<file path="src/rtl/alu_pkg.sv">
// Shared ALU encodings: ALU control codes, ALUOp field values, R-type funct values,
// and the registered control bundle carried from ID/EX towards EX/MEM.
package alu_pkg;

  localparam logic [3:0] ALU_AND = 4'd0;
  localparam logic [3:0] ALU_OR  = 4'd1;
  localparam logic [3:0] ALU_ADD = 4'd2;
  localparam logic [3:0] ALU_SUB = 4'd6;
  localparam logic [3:0] ALU_SLT = 4'd7;
  localparam logic [3:0] ALU_BAD = 4'd15;

  localparam logic [1:0] ALUOP_ADD   = 2'b00;
  localparam logic [1:0] ALUOP_SUB   = 2'b01;
  localparam logic [1:0] ALUOP_RTYPE = 2'b10;
  localparam logic [1:0] ALUOP_SLTI  = 2'b11;

  localparam logic [5:0] FUNCT_ADD  = 6'h20;
  localparam logic [5:0] FUNCT_ADDU = 6'h21;
  localparam logic [5:0] FUNCT_SUB  = 6'h22;
  localparam logic [5:0] FUNCT_SUBU = 6'h23;
  localparam logic [5:0] FUNCT_AND  = 6'h24;
  localparam logic [5:0] FUNCT_OR   = 6'h25;
  localparam logic [5:0] FUNCT_SLT  = 6'h2A;

  typedef struct packed {
    logic valid;
    logic reg_write;
    logic mem_read;
    logic mem_write;
    logic mem_to_reg;
    logic illegal;
  } ex_ctrl_t;

endpackage

</file>
<file path="src/rtl/alu_ctrl_decode.sv">
// Maps (ALUOp, funct) to the 4-bit ALU control code; purely combinational, zero latency.
// No flow control: the result is consumed by the ID/EX register in the same cycle.
module alu_ctrl_decode
  import alu_pkg::*;
(
  input  logic [1:0] alu_op,
  input  logic [5:0] funct,
  output logic [3:0] ctrl,
  output logic       illegal
);

  always_comb begin
    ctrl    = ALU_BAD;
    illegal = 1'b0;
    case (alu_op)
      ALUOP_ADD:  ctrl = ALU_ADD;
      ALUOP_SUB:  ctrl = ALU_SUB;
      ALUOP_SLTI: ctrl = ALU_SLT;
      default: begin
        case (funct)
          FUNCT_ADD, FUNCT_ADDU: ctrl = ALU_ADD;
          FUNCT_SUB, FUNCT_SUBU: ctrl = ALU_SUB;
          FUNCT_AND:             ctrl = ALU_AND;
          FUNCT_OR:              ctrl = ALU_OR;
          FUNCT_SLT:             ctrl = ALU_SLT;
          default: begin
            ctrl    = ALU_BAD;
            illegal = 1'b1;
          end
        endcase
      end
    endcase
  end

endmodule

</file>
<file path="src/rtl/ex_issue_stage.sv">
// ID/EX register + operand issue to the ALU; 1 cycle ID->ALU inputs. Priority rst>flush>stall>load;
// raises hazard_stall on load-use, never self-stalls. EX_FORWARD_EN enables EX/MEM and MEM/WB bypass.
module ex_issue_stage
  import alu_pkg::*;
#(
  parameter int DW = 32,
  parameter int RW = 5
) (
  input  logic          clk,
  input  logic          rst,
  input  logic          stall,
  input  logic          flush,
  input  logic          id_valid,
  input  logic [1:0]    id_alu_op,
  input  logic [5:0]    id_funct,
  input  logic          id_alu_src,
  input  logic [DW-1:0] id_rs_data,
  input  logic [DW-1:0] id_rt_data,
  input  logic [DW-1:0] id_imm,
  input  logic [RW-1:0] id_rs,
  input  logic [RW-1:0] id_rt,
  input  logic [RW-1:0] id_rd,
  input  logic          id_reg_dst,
  input  logic          id_reg_write,
  input  logic          id_mem_read,
  input  logic          id_mem_write,
  input  logic          id_mem_to_reg,
  input  logic          exm_reg_write,
  input  logic [RW-1:0] exm_rd,
  input  logic [DW-1:0] exm_result,
  input  logic          wb_reg_write,
  input  logic [RW-1:0] wb_rd,
  input  logic [DW-1:0] wb_result,
  output logic [3:0]    alu_ctrl,
  output logic [DW-1:0] alu_in0,
  output logic [DW-1:0] alu_in1,
  output logic [DW-1:0] ex_store_data,
  output logic [RW-1:0] ex_dst,
  output logic          ex_valid,
  output logic          ex_reg_write,
  output logic          ex_mem_read,
  output logic          ex_mem_write,
  output logic          ex_mem_to_reg,
  output logic          ex_illegal,
  output logic          hazard_stall
);

  logic [3:0]    dec_ctrl;
  logic          dec_illegal;
  ex_ctrl_t      id_ctl;
  ex_ctrl_t      ex_ctl;
  logic [3:0]    ex_alu_ctrl;
  logic          ex_alu_src;
  logic [DW-1:0] ex_rs_data;
  logic [DW-1:0] ex_rt_data;
  logic [DW-1:0] ex_imm;
  logic [RW-1:0] ex_rs;
  logic [RW-1:0] ex_rt;
  logic [RW-1:0] ex_dst_q;
  logic [DW-1:0] fwd_rs;
  logic [DW-1:0] fwd_rt;

  alu_ctrl_decode u_dec (
    .alu_op  (id_alu_op),
    .funct   (id_funct),
    .ctrl    (dec_ctrl),
    .illegal (dec_illegal)
  );

  // A bubble (id_valid=0) loads with every control bit cleared; illegal ops never write back.
  always_comb begin
    id_ctl            = '0;
    id_ctl.valid      = id_valid;
    id_ctl.reg_write  = id_valid & id_reg_write & ~dec_illegal;
    id_ctl.mem_read   = id_valid & id_mem_read;
    id_ctl.mem_write  = id_valid & id_mem_write;
    id_ctl.mem_to_reg = id_valid & id_mem_to_reg;
    id_ctl.illegal    = id_valid & dec_illegal;
  end

  always_ff @(posedge clk) begin
    if (rst) begin
      ex_ctl      <= '0;
      ex_alu_ctrl <= '0;
      ex_alu_src  <= 1'b0;
      ex_rs_data  <= '0;
      ex_rt_data  <= '0;
      ex_imm      <= '0;
      ex_rs       <= '0;
      ex_rt       <= '0;
      ex_dst_q    <= '0;
    end else if (flush) begin
      ex_ctl <= '0;
    end else if (!stall) begin
      ex_ctl      <= id_ctl;
      ex_alu_ctrl <= dec_ctrl;
      ex_alu_src  <= id_alu_src;
      ex_rs_data  <= id_rs_data;
      ex_rt_data  <= id_rt_data;
      ex_imm      <= id_imm;
      ex_rs       <= id_rs;
      ex_rt       <= id_rt;
      ex_dst_q    <= id_reg_dst ? id_rd : id_rt;
    end
  end

`ifdef EX_FORWARD_EN
  function automatic logic [DW-1:0] fwd_sel(input logic [RW-1:0] r, input logic [DW-1:0] dflt);
    if (exm_reg_write && (exm_rd != '0) && (exm_rd == r))
      return exm_result;
    else if (wb_reg_write && (wb_rd != '0) && (wb_rd == r))
      return wb_result;
    else
      return dflt;
  endfunction

  assign fwd_rs = fwd_sel(ex_rs, ex_rs_data);
  assign fwd_rt = fwd_sel(ex_rt, ex_rt_data);
`else
  // Bypass inputs are intentionally ignored in this build; hazards are covered upstream.
  logic unused_fwd;
  assign unused_fwd = ^{exm_reg_write, exm_rd, exm_result, wb_reg_write, wb_rd, wb_result, ex_rs};
  assign fwd_rs = ex_rs_data;
  assign fwd_rt = ex_rt_data;
`endif

  assign alu_ctrl      = ex_alu_ctrl;
  assign alu_in0       = fwd_rs;
  assign alu_in1       = ex_alu_src ? ex_imm : fwd_rt;
  assign ex_store_data = fwd_rt;
  assign ex_dst        = ex_dst_q;
  assign ex_valid      = ex_ctl.valid;
  assign ex_reg_write  = ex_ctl.reg_write;
  assign ex_mem_read   = ex_ctl.mem_read;
  assign ex_mem_write  = ex_ctl.mem_write;
  assign ex_mem_to_reg = ex_ctl.mem_to_reg;
  assign ex_illegal    = ex_ctl.illegal;

  assign hazard_stall = ex_ctl.valid & ex_ctl.mem_read & (ex_rt != '0) & id_valid &
                        ((ex_rt == id_rs) | (ex_rt == id_rt));

endmodule

</file>
<file path="config.mk">
export PLATFORM = sky130hd
export DESIGN_NAME = ex_issue_stage
export DESIGN_NICKNAME = d
export VERILOG_FILES = /design/src/rtl/alu_pkg.sv /design/src/rtl/alu_ctrl_decode.sv /design/src/rtl/ex_issue_stage.sv
export SDC_FILE = /design/constraint.sdc
export NUM_CORES = 1
export LEC_CHECK = 0
export ABC_AREA = 1
export CAP_MARGIN = 20
export CORE_MARGIN = 2
export CORE_UTILIZATION = 30
export CTS_BUF_LIST = sky130_fd_sc_hd__clkbuf_4
export DETAILED_ROUTE_END_ITERATION = 6
export PLACE_DENSITY = 0.8
export SLEW_MARGIN = 30
export SYNTH_ARGS = -nofsm -noshare
export SYNTH_HDL_FRONTEND = slang
export SYNTH_SLANG_ARGS = --single-unit
</file>
<file path="constraint.sdc">
create_clock -name clk -period 2.2 [get_ports clk]
set_clock_uncertainty 0.15 [all_clocks]
set_input_delay 0.22 -clock clk [delete_from_list [all_inputs] [get_ports clk]]
set_output_delay 0.22 -clock clk [all_outputs]
set_load 0.005 [all_outputs]
</file>
[Yosys cells after proc, flatten, opt, wreduce, memory -nomap -nowiden]
Cells that the tools add are included.
Storage, ports and cells
  output and inout port bits: 112
  register bits after elaboration: 117
  word-level logic and storage cells: 52
  bits of input ports: 206
Operators by class
  bitwise logic cells: 14
  eq/ne operators: 11
  reduce and logical (&&, ||, !) cells: 8
  multiplexer cells: 6
Operators by type and width (count)
  $eq 6x6->1 const B: 7
  $mux 32: 1
  $pmux 4 s5: 1
  $pmux 4 s3: 1
  $and 1x1->1: 10
  $eq 5x5->1: 2
  $reduce_or 7->1: 1
  $reduce_or 2->1: 3
  $mux 5: 1
  $reduce_bool 5->1: 1
  $not 1->1: 3
  $reduce_or 3->1: 1
  $eq 2x1->1 const B: 1
  $eq 2x2->1 const B: 1
  $logic_not 2->1: 1
  $mux 1: 2
  $reduce_and 2->1: 1
  $or 1x1->1: 1

[Depth between registers and ports, before layout]
  word-level depth: 6
  mapped depth: 8
  depth with buffers taken out: 8

[Modules after synthesis]
Synthesis repeated with hierarchy kept, for this count alone.
Unflattened totals
  cells, all modules: 656
  area total of the unflattened synthesis: 4774.6 sq um
By module, submodules not included
  ex_issue_stage: sequential area each 2342.2 sq um, cells each 628, instances 1, area each 4644.5 sq um
  alu_ctrl_decode: sequential area each 0.0 sq um, cells each 28, instances 1, area each 130.1 sq um

[Worst setup path after synthesis]
OpenSTA, ideal clock, no wires.
  kind: reg2out
  from: register ex_alu_src
  to: output port alu_in1[31]
  cell stages (with the launch flop): 5
  path slack: 0.913 ns
  arrival: 0.917 ns
  path through: dfxtp_1 > clkbuf_1 > clkbuf_1 > nand2_1 > o21ai_0
Between the ends
  longest elaborated chain between the ends: 1
RTL lines
  from (decl): RTL line ex_issue_stage.sv:53  | logic ex_alu_src;
  from (signal assigned): RTL line ex_issue_stage.sv:97  | ex_alu_src <= id_alu_src;
  $mux 32: RTL line ex_issue_stage.sv:129  | assign alu_in1 = ex_alu_src ? ex_imm : fwd_rt;
  to (decl): RTL line ex_issue_stage.sv:36  | output logic [DW-1:0] alu_in1,
Every way passes these cells.

[Worst setup path after layout]
  from: register ex_rt[1]
  to: output port hazard_stall
Between the ends
  longest elaborated chain between the ends: 4
RTL lines
  from (decl): RTL line ex_issue_stage.sv:58  | logic [RW-1:0] ex_rt;
  from (signal assigned): RTL line ex_issue_stage.sv:102  | ex_rt <= id_rt;
  $reduce_bool 5->1: RTL line ex_issue_stage.sv:139  | assign hazard_stall = ex_ctl.valid & ex_ctl.mem_read & (ex_rt != '0) & id_valid &
  $and 1x1->1 (2 in series): RTL line ex_issue_stage.sv:139
  $and 1x1->1 (*): RTL line ex_issue_stage.sv:139
  to (decl): RTL line ex_issue_stage.sv:45  | output logic hazard_stall
Every way passes the cells marked *; elsewhere a longest branch is shown, timed or not.

==> report_table.html <==
<table>
<tr><th>Metric</th><th>Value</th></tr>
<tr><th colspan="2">Global routing</th></tr>
<tr><td>Maximum number of pins on one net before global-route repair</td><td>80</td></tr>
<tr><td>Number of global-route vias before repair</td><td>4604</td></tr>
<tr><td>Initial antenna violation count</td><td>1</td></tr>
<tr><td>Combined global-route utilization of all metal layers</td><td>17.4%</td></tr>
<tr><td>Wire length of the first global-routing pass</td><td>23000 um</td></tr>
<tr><td>Remaining global-route overflow</td><td>0</td></tr>
<tr><th colspan="2">Worst setup path</th></tr>
<tr><td>Critical Setup Path Class</td><td>flip-flop to primary output</td></tr>
<tr><td>Required time at the endpoint of the critical path</td><td>1.83 ns</td></tr>
<tr><td>Worst Setup Start Kind</td><td>flip-flop</td></tr>
<tr><td>Critical Path Sink Type</td><td>primary output</td></tr>
<tr><td>Worst path arrival time</td><td>approximately 1.7 ns</td></tr>
<tr><td>Critical-path maximum fanout</td><td>4</td></tr>
<tr><th colspan="2">CTS</th></tr>
<tr><td>Clock-pin transition on the worst setup and hold timing paths</td><td>0.10 ns</td></tr>
<tr><td>CTS max path bufs</td><td>2</td></tr>
<tr><td>Root buffer cell</td><td>sky130_fd_sc_hd__clkbuf_4</td></tr>
<tr><td>Clock tree from TritonCTS</td><td>built</td></tr>
<tr><td>Number of buffers created by CTS</td><td>17</td></tr>
<tr><td>Number of sinks driven by the clock tree</td><td>117</td></tr>
<tr><td>Htree depth</td><td>4</td></tr>
<tr><td>Clock Latency Late Sink</td><td>0.49 ns</td></tr>
<tr><th colspan="2">Route</th></tr>
<tr><td>Antenna violation net count after detailed routing</td><td>0</td></tr>
<tr><td>Detailed Routing Iterations Pass 1</td><td>5</td></tr>
<tr><td>Total via count after detailed routing</td><td>4971</td></tr>
<tr><td>Number of remaining DRC errors</td><td>0</td></tr>
<tr><td>Average via count per standard cell</td><td>4.56</td></tr>
<tr><td>Routed WL</td><td>14600 um</td></tr>
<tr><td>Routed wire per std cell</td><td>13.4 um</td></tr>
<tr><td>Drt first-iter violations</td><td>260</td></tr>
<tr><th colspan="2">Timing</th></tr>
<tr><td>Final TNS setup</td><td>0 ns</td></tr>
<tr><td>Hold Vio Cnt, Final</td><td>0</td></tr>
<tr><td>Setup WS post-layout</td><td>0.164 ns</td></tr>
<tr><td>Final setup viols</td><td>0</td></tr>
<tr><td>Max-slew violation count</td><td>0</td></tr>
<tr><td>Max-Slew Margin vs Limit</td><td>78.3%</td></tr>
<tr><td>Post-layout minimum cycle time</td><td>2.04 ns</td></tr>
<tr><td>Unrepaired setup endpoints after global routing</td><td>false</td></tr>
<tr><td>Max Clk Rate</td><td>around 490 MHz</td></tr>
<tr><td>Post-route clock period utilization</td><td>92.5%</td></tr>
<tr><td>Minimum hold slack</td><td>0.114 ns</td></tr>
<tr><td>Slew at the pin closest to its max-slew limit</td><td>0.325 ns</td></tr>
<tr><th colspan="2">Logic synthesis</th></tr>
<tr><td>Simple-gate portion of the synthesized area</td><td>18.9%</td></tr>
<tr><td>Average instance area after synthesis</td><td>around 7.4 um^2</td></tr>
<tr><td>Post-synthesis sequential area ratio</td><td>49.7%</td></tr>
<tr><td>Number of instances in the synthesized netlist</td><td>635</td></tr>
<tr><td>Portion of netlist area occupied by mux cells</td><td>0%</td></tr>
<tr><td>Post-Synth Adder-Cell Area</td><td>0%</td></tr>
<tr><td>Netlist cell types</td><td>21</td></tr>
<tr><td>Top cell type by total area after synthesis</td><td>sky130_fd_sc_hd__dfxtp_1</td></tr>
<tr><td>Combined area of all synthesized cells</td><td>4710 um^2</td></tr>
<tr><td>Combinational family with the most area after synthesis</td><td>compound AO/OA/AOI/OAI gates</td></tr>
<tr><td>Post-synthesis compound-gate area fraction</td><td>20.7%</td></tr>
<tr><td>Synth top area share</td><td>around half</td></tr>
<tr><td>Syn Nets</td><td>roughly 840</td></tr>
<tr><td>Total number of yosys warnings</td><td>0</td></tr>
<tr><td>Xor and xnor fraction of the mapped netlist area</td><td>1.86%</td></tr>
<tr><td>Cells taking the most area after synthesis</td><td>sky130_fd_sc_hd__dfxtp_1 50%, sky130_fd_sc_hd__o21ai_0 14%, sky130_fd_sc_hd__nor2_1 12%</td></tr>
<tr><td>Total of flip-flops plus latches after synthesis</td><td>117</td></tr>
<tr><th colspan="2">Run status</th></tr>
<tr><td>Run status</td><td>finished clean</td></tr>
<tr><th colspan="2">Cells and area</th></tr>
<tr><td>FILL cells</td><td>about 1500</td></tr>
<tr><td>Share of cells above drive strength 1</td><td>5.80%</td></tr>
<tr><td>Antenna cell count</td><td>0</td></tr>
<tr><td>Final-stage net count</td><td>roughly 1100</td></tr>
<tr><td>Final core area utilization</td><td>49.7%</td></tr>
<tr><td>Area growth, synth to finish</td><td>61.1%</td></tr>
<tr><th colspan="2">Placed design</th></tr>
<tr><td>I/O Buffers</td><td>around 240</td></tr>
<tr><td>Post-Place Worst Slack</td><td>0.0857 ns</td></tr>
<tr><td>Total half-perimeter wirelength after legalization and detailed placement</td><td>10100 um</td></tr>
<tr><td>Gpl congestion</td><td>0.837</td></tr>
<tr><th colspan="2">Power</th></tr>
<tr><td>Power density relative to cell area</td><td>approximately 600 nW/um^2</td></tr>
<tr><td>Max IR drop VDD</td><td>0.333 mV</td></tr>
<tr><td>Static Leakage</td><td>3.15 nW</td></tr>
<tr><th colspan="2">Floorplan</th></tr>
<tr><td>Vertical extent of the die</td><td>129 um</td></tr>
<tr><td>Row count</td><td>45</td></tr>
<tr><td>Initial Util</td><td>30.9%</td></tr>
<tr><td>I/O pin total</td><td>318</td></tr>
<tr><td>Die width</td><td>129 um</td></tr>
<tr><td>Die Footprint</td><td>16700 um^2</td></tr>
<tr><td>Placeable core area</td><td>15300 um^2</td></tr>
<tr><th colspan="2">Hold path</th></tr>
<tr><td>Hold crit path type</td><td>primary input to flip-flop</td></tr>
<tr><th colspan="2">Flow run</th></tr>
<tr><td>Maxcap violations</td><td>0</td></tr>
</table>
-- cell usage after synthesis --
library cell and count:
sky130_fd_sc_hd__clkbuf_1 24, sky130_fd_sc_hd__o21bai_1 1, sky130_fd_sc_hd__nor2_1 156, sky130_fd_sc_hd__nand2_1 56
sky130_fd_sc_hd__nand4_1 4, sky130_fd_sc_hd__buf_6 10, sky130_fd_sc_hd__inv_1 43, sky130_fd_sc_hd__inv_4 1
sky130_fd_sc_hd__o21ai_0 136, sky130_fd_sc_hd__dfxtp_1 117, sky130_fd_sc_hd__or2_2 2, sky130_fd_sc_hd__inv_2 1
sky130_fd_sc_hd__nor2_8 1, sky130_fd_sc_hd__clkbuf_2 2, sky130_fd_sc_hd__xor2_1 4, sky130_fd_sc_hd__xnor2_1 6
sky130_fd_sc_hd__buf_2 7, sky130_fd_sc_hd__a21oi_1 53, sky130_fd_sc_hd__nor3_1 2, sky130_fd_sc_hd__o21ai_1 4
sky130_fd_sc_hd__nand3_1 5
-- layout make-up --
class / instances / area, um^2 / area share (%)
well taps: 211 / 264 / 3.48
repair buffers: 260 / 2640 / 34.8
flip-flops and latches: 117 / 2350 / 31.0
inverters: 45 / 171 / 2.26
multi-input cells: 430 / 1960 / 25.8
clock buffers: 19 / 143 / 1.88
clock inverters: 9 / 66.3 / 0.874
-- worst paths after layout --
path	depth (start not counted)	startpoint	endpoint	slack [ns]
max	5	ex_rt[1]$_SDFFE_PP0P_	hazard_stall	0.16
min	3	id_mem_write	ex_mem_write$_SDFFE_PP0N_	0.11
max reg2reg	3	alu_ctrl[2]$_SDFFE_PP0P_	alu_ctrl[2]$_SDFFE_PP0P_	1.21
min reg2reg	2	ex_store_data[2]$_SDFFE_PP0P_	ex_store_data[2]$_SDFFE_PP0P_	0.32
-- stage by stage --
step                std cells  instance area (um^2)  total power (W)
floorplan                 635                  4710          0.00269
global placement         1060                  7340          0.00329
detailed placement       1060                  7340          0.00330
CTS                      1091                  7570          0.00461
global route             1091                  7590          0.00481
finish                   1091                  7590          0.00453
-- per-layer routing --
layer	share of wire [%]	vias to the layer above	GRT usage [%]
met2	47	184	28.9
met4	1.3	2	4.67
met1	43	2244	20.9
met5	0.055	-	0
li1	-	2523	-
met3	8.5	18	7.23
-- cell usage in the layout (no fill, tap or decap) --
cell                              instances
sky130_fd_sc_hd__buf_12                   9
sky130_fd_sc_hd__dfxtp_1                115
sky130_fd_sc_hd__clkinvlp_4               1
sky130_fd_sc_hd__xnor2_1                  6
sky130_fd_sc_hd__bufinv_16                1
sky130_fd_sc_hd__dlymetal6s2s_1           3
sky130_fd_sc_hd__inv_4                    1
sky130_fd_sc_hd__nor2_1                 156
sky130_fd_sc_hd__nor3_1                   2
sky130_fd_sc_hd__dlygate4sd2_1           30
sky130_fd_sc_hd__a21oi_2                  1
sky130_fd_sc_hd__buf_4                   10
sky130_fd_sc_hd__clkbuf_4                19
sky130_fd_sc_hd__a21oi_1                 52
sky130_fd_sc_hd__nor2_8                   1
sky130_fd_sc_hd__clkinv_1                 5
sky130_fd_sc_hd__xor2_1                   4
sky130_fd_sc_hd__o21bai_1                 1
sky130_fd_sc_hd__inv_1                   43
sky130_fd_sc_hd__o21ai_1                  7
sky130_fd_sc_hd__nand2_1                 56
sky130_fd_sc_hd__clkinv_2                 2
sky130_fd_sc_hd__nand4_1                  4
sky130_fd_sc_hd__or2_2                    2
sky130_fd_sc_hd__nand3_1                  5
sky130_fd_sc_hd__clkdlybuf4s50_1        208
sky130_fd_sc_hd__o21ai_2                  1
sky130_fd_sc_hd__o21ai_0                132
sky130_fd_sc_hd__inv_2                    1
sky130_fd_sc_hd__dfxtp_4                  2
-- critical path: stages, from the launching register on --
cell                            delay (ns)
sky130_fd_sc_hd__dfxtp_4              0.38
sky130_fd_sc_hd__xor2_1               0.17
sky130_fd_sc_hd__nor2_1               0.10
sky130_fd_sc_hd__nand4_1              0.11
sky130_fd_sc_hd__a21oi_2              0.17
sky130_fd_sc_hd__dlygate4sd2_1        0.24
-- repair_timing --
item | 4_1_cts | 5_1_grt
buffers inserted | 3 | 0
gates resized for setup | 39 | 6
setup endpoints to repair | 33 | 3
pin swaps | 1 | 0
hold buffers | 0 | 0
-- power by group --
group | total (W) | internal, W | switching, W
clock network | 0.00129 | 0.000538 | 0.000757
logic | 0.000912 | 0.000545 | 0.000367
registers | 0.00232 | 0.00225 | 0.0000718
total | 0.00453 | 0.00334 | 0.00120
-- cell families after synthesis --
kind of cell,Yosys count
flops,117
buf+inv,88
xor+xnor,10
compound gates,194
simple gates,226
(Power assumes the default switching activity.)
